<file path="src/rtl/lsu_wr_queue_if.sv">
// rtl/lsu_wr_queue_if.sv - LSU write-queue bus bundle: RMW/store intake, load probe, memory write port
interface lsu_wr_queue_if;
  logic [15:0] rmw_addr;
  logic [15:0] rmw_data;
  logic        rmw_data_rdy;
  logic        rmw_hold;
  logic        st_valid;
  logic [15:0] st_addr;
  logic [15:0] st_data;
  logic        st_ready;
  logic [15:0] ld_addr;
  logic        ld_conflict;
  logic        q_empty;
  logic        mem_wr;
  logic [15:0] mem_addr;
  logic [15:0] mem_data_out;
  logic        mem_rdy;

  modport slave (
    input  rmw_addr, rmw_data, rmw_data_rdy, st_valid, st_addr, st_data, ld_addr, mem_rdy,
    output rmw_hold, st_ready, ld_conflict, q_empty, mem_wr, mem_addr, mem_data_out
  );

  modport master (
    output rmw_addr, rmw_data, rmw_data_rdy, st_valid, st_addr, st_data, ld_addr, mem_rdy,
    input  rmw_hold, st_ready, ld_conflict, q_empty, mem_wr, mem_addr, mem_data_out
  );
endinterface

</file>
<file path="src/rtl/lsu_wr_queue.sv">
// rtl/lsu_wr_queue.sv - in-order LSU write queue draining RMW results and stores to memory
module lsu_wr_queue #(
  parameter int DEPTH = 4,
  parameter int PTR_W = 2
) (
  input  logic          clk,
  input  logic          a_rst_n,
  lsu_wr_queue_if.slave wq
);

  localparam int CNT_W = PTR_W + 1;

  typedef enum logic {S_IDLE, S_WAIT} state_t;

  logic [15:0]      addr_mem [DEPTH];
  logic [15:0]      data_mem [DEPTH];

  logic [PTR_W-1:0] wr_ptr_q, wr_ptr_d;
  logic [PTR_W-1:0] rd_ptr_q, rd_ptr_d;
  logic [CNT_W-1:0] count_q, count_d;
  logic             full_q, full_d;
  state_t           state_q, state_d;
  logic             mem_wr_q, mem_wr_d;
  logic [15:0]      mem_addr_q, mem_addr_d;
  logic [15:0]      mem_data_q, mem_data_d;

  logic             push_rmw, push_st, push, pop;
  logic [15:0]      push_addr, push_data;
  logic             conflict;
  logic [PTR_W-1:0] probe_idx;

  // RMW wins over stores; full is registered so rmw_hold never depends on rmw_data_rdy
  assign push_rmw  = wq.rmw_data_rdy & ~full_q;
  assign push_st   = wq.st_valid & ~full_q & ~wq.rmw_data_rdy;
  assign push      = push_rmw | push_st;
  assign push_addr = push_rmw ? wq.rmw_addr : wq.st_addr;
  assign push_data = push_rmw ? wq.rmw_data : wq.st_data;
  assign pop       = (state_q == S_WAIT) & wq.mem_rdy;

  always_comb begin
    wr_ptr_d = wr_ptr_q;
    rd_ptr_d = rd_ptr_q;
    count_d  = count_q;
    if (push) wr_ptr_d = wr_ptr_q + PTR_W'(1);
    if (pop)  rd_ptr_d = rd_ptr_q + PTR_W'(1);
    case ({push, pop})
      2'b10:   count_d = count_q + CNT_W'(1);
      2'b01:   count_d = count_q - CNT_W'(1);
      default: count_d = count_q;
    endcase
    full_d = (count_d == CNT_W'(DEPTH));
  end

  always_ff @(posedge clk) begin
    if (push) begin
      addr_mem[wr_ptr_q] <= push_addr;
      data_mem[wr_ptr_q] <= push_data;
    end
  end

  // The head stays queued while in flight, so it is still counted and still probed
  always_comb begin
    state_d    = state_q;
    mem_wr_d   = mem_wr_q;
    mem_addr_d = mem_addr_q;
    mem_data_d = mem_data_q;
    case (state_q)
      S_IDLE: begin
        if (count_q != '0) begin
          mem_addr_d = addr_mem[rd_ptr_q];
          mem_data_d = data_mem[rd_ptr_q];
          mem_wr_d   = 1'b1;
          state_d    = S_WAIT;
        end
      end
      S_WAIT: begin
        if (wq.mem_rdy) begin
          mem_wr_d = 1'b0;
          state_d  = S_IDLE;
        end
      end
      default: state_d = S_IDLE;
    endcase
  end

  always_ff @(posedge clk or negedge a_rst_n) begin
    if (!a_rst_n) begin
      wr_ptr_q   <= '0;
      rd_ptr_q   <= '0;
      count_q    <= '0;
      full_q     <= 1'b0;
      state_q    <= S_IDLE;
      mem_wr_q   <= 1'b0;
      mem_addr_q <= '0;
      mem_data_q <= '0;
    end else begin
      wr_ptr_q   <= wr_ptr_d;
      rd_ptr_q   <= rd_ptr_d;
      count_q    <= count_d;
      full_q     <= full_d;
      state_q    <= state_d;
      mem_wr_q   <= mem_wr_d;
      mem_addr_q <= mem_addr_d;
      mem_data_q <= mem_data_d;
    end
  end

  // Only entries already in the queue are probed; a same-cycle push is not visible yet
  always_comb begin
    conflict  = 1'b0;
    probe_idx = '0;
    for (int i = 0; i < DEPTH; i++) begin
      probe_idx = rd_ptr_q + PTR_W'(i);
      if ((CNT_W'(i) < count_q) && (addr_mem[probe_idx] == wq.ld_addr)) conflict = 1'b1;
    end
  end

  assign wq.rmw_hold     = full_q;
  assign wq.st_ready     = ~full_q & ~wq.rmw_data_rdy;
  assign wq.ld_conflict  = conflict;
  assign wq.q_empty      = (count_q == '0) & (state_q == S_IDLE);
  assign wq.mem_wr       = mem_wr_q;
  assign wq.mem_addr     = mem_addr_q;
  assign wq.mem_data_out = mem_data_q;

endmodule

</file>
<file path="src/flat_wrapper.sv">
// flat-port wrapper written by rule: the top's interface ports become plain ports
module lsu_wr_queue_flat 
#(
  parameter int DEPTH = 4,
  parameter int PTR_W = 2
)
  (clk, a_rst_n, wq_rmw_addr, wq_rmw_data, wq_rmw_data_rdy, wq_st_valid, wq_st_addr, wq_st_data, wq_ld_addr, wq_mem_rdy, wq_rmw_hold, wq_st_ready, wq_ld_conflict, wq_q_empty, wq_mem_wr, wq_mem_addr, wq_mem_data_out);
  lsu_wr_queue_if wq_i ();
  input  logic clk;
  input  logic a_rst_n;
  input wire logic [$bits(wq_i.rmw_addr)-1:0] wq_rmw_addr;
  input wire logic [$bits(wq_i.rmw_data)-1:0] wq_rmw_data;
  input wire logic [$bits(wq_i.rmw_data_rdy)-1:0] wq_rmw_data_rdy;
  input wire logic [$bits(wq_i.st_valid)-1:0] wq_st_valid;
  input wire logic [$bits(wq_i.st_addr)-1:0] wq_st_addr;
  input wire logic [$bits(wq_i.st_data)-1:0] wq_st_data;
  input wire logic [$bits(wq_i.ld_addr)-1:0] wq_ld_addr;
  input wire logic [$bits(wq_i.mem_rdy)-1:0] wq_mem_rdy;
  output wire logic [$bits(wq_i.rmw_hold)-1:0] wq_rmw_hold;
  output wire logic [$bits(wq_i.st_ready)-1:0] wq_st_ready;
  output wire logic [$bits(wq_i.ld_conflict)-1:0] wq_ld_conflict;
  output wire logic [$bits(wq_i.q_empty)-1:0] wq_q_empty;
  output wire logic [$bits(wq_i.mem_wr)-1:0] wq_mem_wr;
  output wire logic [$bits(wq_i.mem_addr)-1:0] wq_mem_addr;
  output wire logic [$bits(wq_i.mem_data_out)-1:0] wq_mem_data_out;
  assign wq_i.rmw_addr = wq_rmw_addr;
  assign wq_i.rmw_data = wq_rmw_data;
  assign wq_i.rmw_data_rdy = wq_rmw_data_rdy;
  assign wq_i.st_valid = wq_st_valid;
  assign wq_i.st_addr = wq_st_addr;
  assign wq_i.st_data = wq_st_data;
  assign wq_i.ld_addr = wq_ld_addr;
  assign wq_i.mem_rdy = wq_mem_rdy;
  assign wq_rmw_hold = wq_i.rmw_hold;
  assign wq_st_ready = wq_i.st_ready;
  assign wq_ld_conflict = wq_i.ld_conflict;
  assign wq_q_empty = wq_i.q_empty;
  assign wq_mem_wr = wq_i.mem_wr;
  assign wq_mem_addr = wq_i.mem_addr;
  assign wq_mem_data_out = wq_i.mem_data_out;
  lsu_wr_queue #(.DEPTH(DEPTH), .PTR_W(PTR_W)) u_core (.clk(clk), .a_rst_n(a_rst_n), .wq(wq_i));
endmodule
</file>
<file path="config.mk">
export PLATFORM = sky130hd
export DESIGN_NAME = lsu_wr_queue_flat
export DESIGN_NICKNAME = d
export VERILOG_FILES = /design/src/rtl/lsu_wr_queue_if.sv /design/src/rtl/lsu_wr_queue.sv /design/src/flat_wrapper.sv
export SDC_FILE = /design/constraint.sdc
export NUM_CORES = 1
export LEC_CHECK = 0
export CAP_MARGIN = 20
export CORE_MARGIN = 5
export CORE_UTILIZATION = 32
export CTS_CLUSTER_DIAMETER = 40
export CTS_CLUSTER_SIZE = 30
export DETAILED_ROUTE_END_ITERATION = 8
export PLACE_DENSITY = 0.62
export SLEW_MARGIN = 5
export SYNTH_ARGS = -nofsm -noshare
export SYNTH_HDL_FRONTEND = slang
export SYNTH_SLANG_ARGS = --single-unit
</file>
<file path="constraint.sdc">
create_clock -name clk -period 2.95 [get_ports clk]
set_input_delay 0.7375 -clock clk [delete_from_list [all_inputs] [get_ports clk]]
set_output_delay 0.7375 -clock clk [all_outputs]
set_load 0.02 [all_outputs]
</file>
==> key figures <==
Yosys
  • Syn Area/Cell: ~14 um2
  • Post-Syn Area: ~0.0089 mm2
  • Post-synth EDFFs: approximately 130
  • Synth Net Count: slightly above 700
  • Post-synth top area cell: edfxtp_1
  • Top cells by area, synth: edfxtp_1 43%, dfrtp_1 12%, mux4_2 8.1%
  • Yosys reg bits: 170
  • Synth top area share: 0.430
  • Yosys cell types: 50
  • Cell count after synthesis: between 600 and 700
  • Seq/Total Area, Yosys: 0.547
  • Synth async-reset ratio: 0.247
  • Warnings, synthesis: 0
  • Main synth FF type: edfxtp_1

Place
  • Placement Setup Slack: -0.823 ns
  • Gpl congestion: slightly below 0.9
  • DP Area: 0.0114 mm2
  • Placed insts: between 1,000 and 1,500
  • Detailed Place HPWL: around 16,000 um
  • IO buf count: 121

Timing
  • Least-Margin Pin Slew: 0.578 ns
  • Number of setup violations in the final report: 1
  • Fin. max-slew vios: 0
  • Final period utilization: 1.19
  • Final hold viol count: 0
  • Max Clk Rate: approximately 280 MHz
  • Final Critical Period: approximately 3.5 ns
  • Clk_skew: roughly 0.016 ns
  • Slew Limit Headroom: 0.615
  • Unrepaired setup endpoints after global routing: true
  • PnR worst setup slack: -0.566 ns

Worst setup path
  • Worst Path Max Fanout: 17
  • Crit path cell chain: buf_12, mux4_1, xnor2_2, nand4_1, nor3_2, nand3_1, nand4_1, buf_4
  • Critical path data arrival time: ~2.8 ns
  • CP startpoint kind: flip-flop
  • CP most frequent cell: nand4_1
  • Worst path required time: ~2.2 ns
  • RR Endpoint: u_core.wq.mem_data_out[6]
  • Setup slack, reg-to-reg: about 1.2 ns
  • Crit-path max cell delay: around 0.61 ns
  • Worst Path Class, Setup: reg2out
  • Crit path capture type: output pin
  • Cells on worst reg2reg path: 5
  • Worst flop-to-flop path startpoint: u_core.rd_ptr_q[0]
  • Slowest CP cell: mux4_1

Layout
  • Final std cells w/o fill: around 1,200
  • Share of cells above drive strength 1: 0.284
  • Nets@finish: ~940
  • Area growth syn-to-layout: 35.1%
  • Final Cell Area: roughly 0.012 mm2
  • N_diodes: 0
  • Filler Cell Count: approximately 2,600

Clocking
  • Clock-pin transition on the worst setup and hold timing paths: ~0.070 ns
  • H-tree lvl count: 4
  • Total CTS buffers: 17
  • Root Buffer: clkbuf_16
  • Clock Sinks: 170
  • Largest buffer count on any clock path: 2
  • Post-CTS Hold Buffers: 0
  • CTS tree: built
  • Clk_lat worst skew: ~0.44 ns

Run status
  • Outcome: complete, but fails checks
  • Failing checks: negative setup slack

Global route
  • Pin count of the biggest net entering global routing: 33
  • Antenna violations before repair: 1
  • First-pass GRT wire length: 34,400 um
  • GRT met3 Usage: 0.0271
  • Vias in the first global route: approximately 6,000
  • Total gr overflow: 0
  • Tot GR Track Use: 0.145
  • GRT busiest layer: met2
  • Met2 GRT Util: 0.236
  • Met1 usage: 0.201

Drt
  • Routed vias/inst: between 4 and 5
  • Routed WL: about 22,000 um
  • DR vias: ~5,700
  • Routed WL per cell: 18.0 um
  • 1st-pass router iterations: 5
  • Starting DRT DRC Count: 475
  • Remaining antenna violation count: 0
  • DRC viols: 0

Power
  • Pwr/cell area: approximately 1100 mW/mm2
  • Max VDD drop: slightly below 500 uV
  • P_leak: between 4 and 5 nW

Die
  • Starting Density: 0.323
  • I/O Pins: between 100 and 150
  • Core area: 0.0277 mm2
  • Die Wd: between 150 and 200 um
  • Die area: around 0.031 mm2
  • Height of the chip: roughly 180 um
  • Rows: just over 60

Job
  • MaxCap Viol Count: 0

Hold path
  • Hold Crit Class: in2async
==> final cells by class <==
class / count / area [um2] / share of cell area
Sequential cell: 170 / 4900 / 0.406
Multi-Input combinational cell: 402 / 3790 / 0.314
Timing Repair Buffer: 246 / 2270 / 0.187
Tap cell: 378 / 473 / 0.0391
Clock buffer: 17 / 425 / 0.0352
Clock inverter: 15 / 186 / 0.0154
Inverter: 10 / 42.5 / 0.00352
==> synthesized netlist by cell type, types with 2 or more instances <==
cell type	n
nand2_1	98
o21ai_1	2
buf_12	4
dfrtp_1	42
nor4_1	6
o2111ai_1	2
nand2b_1	3
mux2_1	15
o31ai_1	3
buf_2	6
nor3_1	4
o21ai_0	9
nor2_1	12
edfxtp_1	128
nand3_1	4
buf_6	3
xnor2_1	39
nand4_1	9
or3_1	2
buf_1	5
mux4_2	32
buf_4	4
clkbuf_8	3
inv_1	9
xor2_1	33
clkbuf_1	15
mux2i_1	55
ha_1	10
a21oi_1	7
o22ai_1	2
and2_1	4
mux2_2	21
mux4_1	15
==> worst max-delay path: cells and delay by family (launching register included) <==
kind / cells / cell delay (ns)
multiplexers: 1 / 0.61
XOR/XNOR: 1 / 0.21
buffers and inverters: 2 / 0.36
AND/OR/NAND/NOR: 4 / 0.67
flip-flops: 1 / 0.50
==> cell usage in the layout, fill, tap and decap left out, types with 15 or more instances in the layout <==
cell type,n
xnor2_1,35
edfxtp_1,128
nand2_1,98
clkbuf_16,17
xor2_1,32
mux4_2,38
mux2_2,21
buf_4,115
clkdlybuf4s50_1,119
mux2i_1,52
dfrtp_1,40
mux2_1,15
==> stage by stage <==
stage | hold slack (ns) | power (mW) | utilization | TNS [ns]
after floorplan | 0.442 | 8.01 | - | 0
after global placement | 0.458 | 10.6 | 0.410 | -0.793
after detailed placement | 0.462 | 10.7 | 0.410 | -0.823
after CTS | 0.291 | 13.2 | 0.435 | -0.568
after global routing | 0.305 | 13.9 | 0.436 | -0.703
final | 0.269 | 13.1 | 0.436 | -0.566
==> state kept, by name (all words and copies together), names as in the netlist <==
signal / count
u_core.addr_mem: 64
u_core.wq.mem_addr: 16
u_core.wq.mem_data_out: 16
u_core.wr_ptr_q: 2
u_core.wq.mem_wr: 1
u_core.wq.rmw_hold: 1
u_core.data_mem: 64
u_core.state_q: 1
u_core.rd_ptr_q: 2
u_core.count_q: 3
==> cell families after synthesis <==
| group | after synthesis | synth area share |
|---|---|---|
| flip-flops | 170 | 0.547 |
| AND/OR/NAND/NOR | 146 | 0.0706 |
| multiplexers | 139 | 0.233 |
| XOR/XNOR | 72 | 0.0705 |
| buffers and inverters | 51 | 0.0386 |
| AO/OA/AOI/OAI | 35 | 0.0262 |
| adder cells (fa/ha/maj) | 10 | 0.0140 |
==> layer usage <==
metal,vias to the layer above,routed length (um)
li1,2764,-
met1,2819,10300
met2,132,10700
met3,24,919
met4,2,311
met5,-,13
==> worst max-delay path by stage <==
stage                        from  slack [ns]             end
2_1_floorplan  u_core.rd_ptr_q[1]        0.27  wq_ld_conflict
6_report       u_core.rd_ptr_q[0]       -0.57  wq_ld_conflict
3_5_place_dp        wq_ld_addr[9]       -0.82  wq_ld_conflict
4_1_cts        u_core.rd_ptr_q[0]       -0.57  wq_ld_conflict
5_1_grt        u_core.rd_ptr_q[0]       -0.70  wq_ld_conflict
3_3_place_gp        wq_ld_addr[9]       -0.79  wq_ld_conflict
==> what timing repair did <==
action,4_1_cts,5_1_grt
gates cloned,0,0
gates resized for setup,24,6
setup endpoints to repair,1,1
pin swaps,5,1
setup buffers,2,1
==> where the power goes <==
group	internal (mW)	switching (mW)	total, mW	leakage, nW
Sequential	3.60	0.427	4.03	1.70
Clock	1.16	1.11	2.27	0.291
Combinational	3.38	3.40	6.77	2.69
No activity file was read; power rests on OpenSTA's default activity.
